===== src/rtl/operand_select_pipe.sv =====
// operand_select_pipe: selects one of NUM_SRC packed operands per input beat
// and buffers it in a two-entry pipe (output register plus one skid register).
// in_ready is registered-only: it depends solely on skid occupancy.
// Optional feature macro: OPSEL_RANGE_CHK_EN adds a sticky sel_err output
// flagging any accepted beat whose sel is outside 0..NUM_SRC-1.
//
// Handshake: a beat transfers on any rising edge where valid && ready are both
// high; the producer holds its data stable until that edge, and ready never
// depends combinationally on the same interface's valid.
module operand_select_pipe #(
   parameter int WIDTH   = 8,
   parameter int NUM_SRC = 4,
   parameter int SEL_W   = 2
) (
   input  logic                     clk,
   input  logic                     reset,
   input  logic [NUM_SRC*WIDTH-1:0] src,
   input  logic [SEL_W-1:0]         sel,
   input  logic                     in_valid,
   output logic                     in_ready,
   output logic [WIDTH-1:0]         B,
   output logic                     out_valid,
   input  logic                     out_ready,
`ifdef OPSEL_RANGE_CHK_EN
   output logic                     sel_err,
`endif
   output logic [1:0]               level
);

   logic [WIDTH-1:0] sel_val;
   logic [WIDTH-1:0] skid;
   logic             skid_valid;
   logic             accept;
   logic             consume;
   logic             sel_oor;

   // Operand mux; out-of-range selects produce an all-zero operand.
   always_comb begin
      sel_val = '0;
      for (int k = 0; k < NUM_SRC; k++) begin
         if (32'(sel) == 32'(k)) sel_val = src[k*WIDTH +: WIDTH];
      end
   end

   assign sel_oor  = (32'(sel) >= 32'(NUM_SRC));
   assign in_ready = !skid_valid;
   assign accept   = in_valid && in_ready;
   assign consume  = out_valid && out_ready;
   assign level    = 2'(out_valid) + 2'(skid_valid);

   // Output/skid register updates; skid only fills when the output stalls.
   always_ff @(posedge clk) begin
      if (reset) begin
         out_valid  <= 1'b0;
         skid_valid <= 1'b0;
         B          <= '0;
         skid       <= '0;
      end else if (consume) begin
         if (skid_valid) begin
            // in_ready is low here, so no new beat competes with the skid.
            B          <= skid;
            skid_valid <= 1'b0;
         end else if (accept) begin
            B <= sel_val;
         end else begin
            out_valid <= 1'b0;
         end
      end else if (accept) begin
         if (!out_valid) begin
            B         <= sel_val;
            out_valid <= 1'b1;
         end else begin
            skid       <= sel_val;
            skid_valid <= 1'b1;
         end
      end
   end

`ifdef OPSEL_RANGE_CHK_EN
   // Sticky flag for accepted out-of-range selects; only reset clears it.
   always_ff @(posedge clk) begin
      if (reset)                  sel_err <= 1'b0;
      else if (accept && sel_oor) sel_err <= 1'b1;
   end
`else
   logic unused_sel_oor;
   assign unused_sel_oor = sel_oor;
`endif

endmodule

===== config.mk =====
export PLATFORM = sky130hd
export DESIGN_NAME = operand_select_pipe
export DESIGN_NICKNAME = d
export VERILOG_FILES = /design/src/rtl/operand_select_pipe.sv
export SDC_FILE = /design/constraint.sdc
export NUM_CORES = 1
export LEC_CHECK = 0
export BUFFER_PORTS_ARGS = -buffer_cell sky130_fd_sc_hd__buf_2
export CAP_MARGIN = 20
export CORE_UTILIZATION = 35
export DETAILED_ROUTE_END_ITERATION = 10
export SETUP_SLACK_MARGIN = 0.1
export SYNTH_ARGS = -nofsm -noshare
export SYNTH_HDL_FRONTEND = slang
export SYNTH_SLANG_ARGS = --single-unit
export TNS_END_PERCENT = 30

===== constraint.sdc =====
create_clock -name clk -period 1.7 [get_ports clk]
set_input_delay 0.085 -clock clk [delete_from_list [all_inputs] [get_ports clk]]
set_output_delay 0.085 -clock clk [all_outputs]
set_load 0.01 [all_outputs]

==> Word level (Yosys, flattened, before mapping) <==
Index checks and enable logic that the tools add are counted.
Widths: inputs -> output; s select.
{ "word_totals": {"ff_bits": 18, "out_inout_bits": 12, "elab_cells": 36} }
{ "op_classes": {"addsub": 1, "n_eq_ne": 6, "muxes": 13, "bitwise": 1, "reduce_logical": 11} }
{ "ops": {"columns": ["cell", "count"], "rows": [
  ["$mux 8", 9],
  ["$reduce_and 3->1", 3],
  ["$eq 2x2->1 const B", 2],
  ["$mux 1", 4],
  ["$ne 2x2->1 const B", 2],
  ["$reduce_bool 2->1", 2],
  ["$add 1x1->2", 1],
  ["$eq 2x1->1 const B", 1],
  ["$logic_and 1x1->1", 2],
  ["$logic_not 2->1", 1],
  ["$ne 2x1->1 const B", 1],
  ["$reduce_and 2->1", 1],
  ["$reduce_or 2->1", 1],
  ["$logic_not 1->1", 1],
  ["$not 1->1", 1]
]} }

==> Logic depth before layout (Yosys ltp) <==
{ "logic_depth": {"ltp_word": 8, "depth_mapped": 5} }

==> Worst setup path after synthesis <==
No wires, ideal clock.
{ "synth_path": {"kind": "register to register", "from": "reg out_valid", "to": "reg B[0]", "t_arrival_ps": 1312, "required_ps": 1605, "path_slack_ps": 292, "stages_incl_launch_ff": 6, "n_path_buf": 2, "synth_period_minus_slack_ps": 1408, "path_cell_list": "dfxtp_1 -> buf_2 -> or2_1 -> buf_6 -> a21o_4 -> a221oi_1"} }
{ "synth_between": {"elab_chain_len": 3, "elab_cells_between_ends": 5, "classes_between": "eq/ne: 1; mux: 1; reduce/logical: 3"} }
{ "synth_lines": {"columns": ["element", "line_no", "text"], "rows": [
  ["start, declared", "22", "output logic out_valid,"],
  ["start signal, assigned", "54", "out_valid <= 1'b0;"],
  ["start signal, assigned", "66", "out_valid <= 1'b0;"],
  ["start signal, assigned", "71", "out_valid <= 1'b1;"],
  ["$logic_and 1x1->1", "48", "assign consume = out_valid && out_ready;"],
  ["$ne 2x1->1 (no source line) or $reduce_bool 2->1 (tied branches)", null, null],
  ["$reduce_and 3->1 (no source line)", null, null],
  ["end signal, assigned", "61", "B <= skid;"],
  ["end signal, assigned", "64", "B <= sel_val;"],
  ["end signal, assigned", "70", "B <= sel_val;"],
  ["end, declared", "21", "output logic [WIDTH-1:0] B,"]
]} }
Parallel ways exist; a longest one is shown, timed or not.
A chain may end at the register's enable or synchronous reset.

==> Worst setup path after layout <==
{ "layout_path": {"from": "reg skid_valid", "to": "reg B[7]"} }
{ "layout_between": {"elab_chain_len": 4, "elab_cells_between_ends": 7, "classes_between": "mux: 2; reduce/logical: 5"} }
{ "layout_lines": {"columns": ["element", "line_no", "text"], "rows": [
  ["start, declared", "32", "logic skid_valid;"],
  ["start signal, assigned", "55", "skid_valid <= 1'b0;"],
  ["start signal, assigned", "62", "skid_valid <= 1'b0;"],
  ["start signal, assigned", "74", "skid_valid <= 1'b1;"],
  ["$logic_not 1->1", "46", "assign in_ready = !skid_valid;"],
  ["$logic_and 1x1->1", "47", "assign accept = in_valid && in_ready;"],
  ["$reduce_bool 2->1 (no source line)", null, null],
  ["$reduce_and 3->1 (no source line)", null, null]
]} }
Parallel ways exist; a longest one is shown, timed or not.

==> impl_results.md <==
* Achievable Freq at 694 MHz
* Leakage at 0.000575 uW
* Setup bufs post-CTS at 0
* Final Hold Violating Endpoints at 0
* Cells after Synth at 98
* Commonest non-fill, non-tap cell in the layout: buf_2
* DP HPWL at 1790 um
* Power per cell area at 726 nW/um^2
* Max cap viols at 0
* RSZ-0062 raised after global routing: false
* Area contributors post-synth: dfxtp_1 (36%), mux4_2 (18%), a221oi_1 (13%)
* Maximum VDD drop at 0.363 mV
* Dpl cells at 170
* Share of the synthesized area in the top cell type at 0.358
* Layout Area Growth over Synthesis at 26.6%
* Worst Hold Class: in -> reg
* Non-filler instance count after layout at 173
* First-pass GRT wire length at 3850 um
* Row count at 19
* Synthesized area per cell at 10.3 um^2
* Total track usage at 0.156
* GP Congestion at 0.843
* Number of buffers created by CTS at 3
* Critical path type: reg -> reg
* Most frequent cells in the layout: buf_2 (49), dfxtp_1 (18), a221oi_1 (15)
* DRC Markers at 0
* Die Ht at 55.6 um
* Vias/cell at 5.69
* Clock latency at the later pin of the worst-skew pair at 0.29 ns
* Core Region at 2730 um^2
* Yosys reg bits at 18
* Routed len/inst at 13.0 um
* Final setup vio count at 0
* Max-slew violation count at 0
* Fin nets at 183
* Relative slew slack at 0.599
* Number of global-route vias before repair at 892
* Synthesized Nets at 137
* Critical Path End Type: flop
* Final WL at 2250 um
* Vias at 984
* Fin crit share at 0.848
* Starting Density at 0.368
* Max Root-Sink Buffers at 2
* Router iterations before antenna repair at 4
* CTS Hold Bufs at 0
* Initial antenna violation count at 0
* Root Driver: clkbuf_4
* Outcome: complete, no violations
* Crit path DAT at 1.64 ns
* H-tree depth at 1
* Gr ovfl total at 0
* Antenna cells at 0
* CTS tree: yes
* Final ANT Viol Nets at 0
* Initial drt markers at 44
* Cts repair resizes at 0
* CP max FO at 9
* Setup Skew at 0.00221 ns
* Hold WS at 0.0484 ns
* Netlist Area Pre-Place at 1010 um^2
* Synth unique cells at 21
* PortBufs at 49
* Layout cells sized above 1 at 0.451
* Setup_tns at 0 ns
* Largest area contributor in the synthesized netlist: dfxtp_1
* Worst Path Required at 1.90 ns
* Slew @ Worst Pin at 0.599 ns
* Die Width at 55.6 um
* Final Critical Period at 1.44 ns
* Setup crit start kind: flop
* Clock-pin slew on the worst setup and hold paths at 0.10 ns
* Largest net degree at the start of global routing at 19
* CTS sink count at 18
* Seq/Total Area, Yosys at 0.358
* Syn. warnings at 0
* Ports at 50
* DIE AREA at 3090 um^2
* Filler Cells Inserted at 258
[path summary, 6_finish.rpt]
| check | start | endpoint | slack (ns) | cells past startpoint |
|---|---|---|---|---|
| hold / removal | out_ready | skid_valid | 0.05 | 2 |
| setup reg to reg | skid_valid | B[7] | 0.26 | 3 |
| setup / recovery | skid_valid | B[7] | 0.26 | 3 |
| hold reg to reg | B[1] | B[1] | 0.48 | 2 |
[through the flow]
step | instance area [um^2] | power (uW) | setup slack, ns | utilization
after floorplan | 1010 | 643 | 0.292 | -
after global placement | 1250 | 721 | 0.336 | 0.458
after detailed placement | 1250 | 727 | 0.259 | 0.458
after CTS | 1270 | 934 | 0.234 | 0.466
after global routing | 1270 | 988 | 0.114 | 0.466
final | 1270 | 925 | 0.259 | 0.466
[sequential cells by signal (all words and copies together) (netlist names)]
signal,count
skid_valid,1
out_valid,1
skid,8
B,8
[layout make-up]
cell class              instances  area (um^2)  share of cell area
clock buffers                   3         22.5              0.0177
flip-flops and latches         18          360               0.283
well taps                      31         38.8              0.0305
inverters                      10         37.5              0.0295
repair buffers                 50          253               0.198
multi-input cells              61          562               0.441
[cells in the mapped netlist]
cell type and count:
a221oi_1 15, clkbuf_1 3, buf_6 2, ha_1 1, mux2i_1 8, nor2_1 9, mux4_2 8, inv_1 10
a21oi_1 2, or2_1 1, nand3_1 1, dfxtp_1 18, a21o_4 1, a221oi_2 1, nand2_1 10, buf_2 3
a211oi_1 1, and3_1 1, o21ai_0 1, buf_1 1, nor4bb_1 1
[cell families after synthesis]
logic type | count (synthesis) | synth area share
buf+inv | 19 | 0.0895
fa+ha+maj | 1 | 0.0124
simple gates | 23 | 0.0983
flops | 18 | 0.358
mux | 16 | 0.259
compound gates | 21 | 0.183
[worst max-delay path, stage by stage (launching register included)]
cell and delay (ns):
dfxtp_1 0.40, or2_1 0.37, a21o_4 0.29, a221oi_1 0.29
[per-layer routing]
layer,vias to the layer above,track usage,routed length (um),share of wire
li1,459,-,-,-
met4,0,0.0786,59,0.026
met5,-,0,0,0
met2,63,0.239,1020,0.45
met3,6,0.0349,204,0.091
met1,456,0.207,962,0.43
[where the power goes]
part,internal [uW],switching (uW),leakage (uW)
Combinational,127,116,0.000414
Clock,82.4,127,0.0000138
Sequential,452,20.1,0.000148
(Power assumes the default switching activity.)
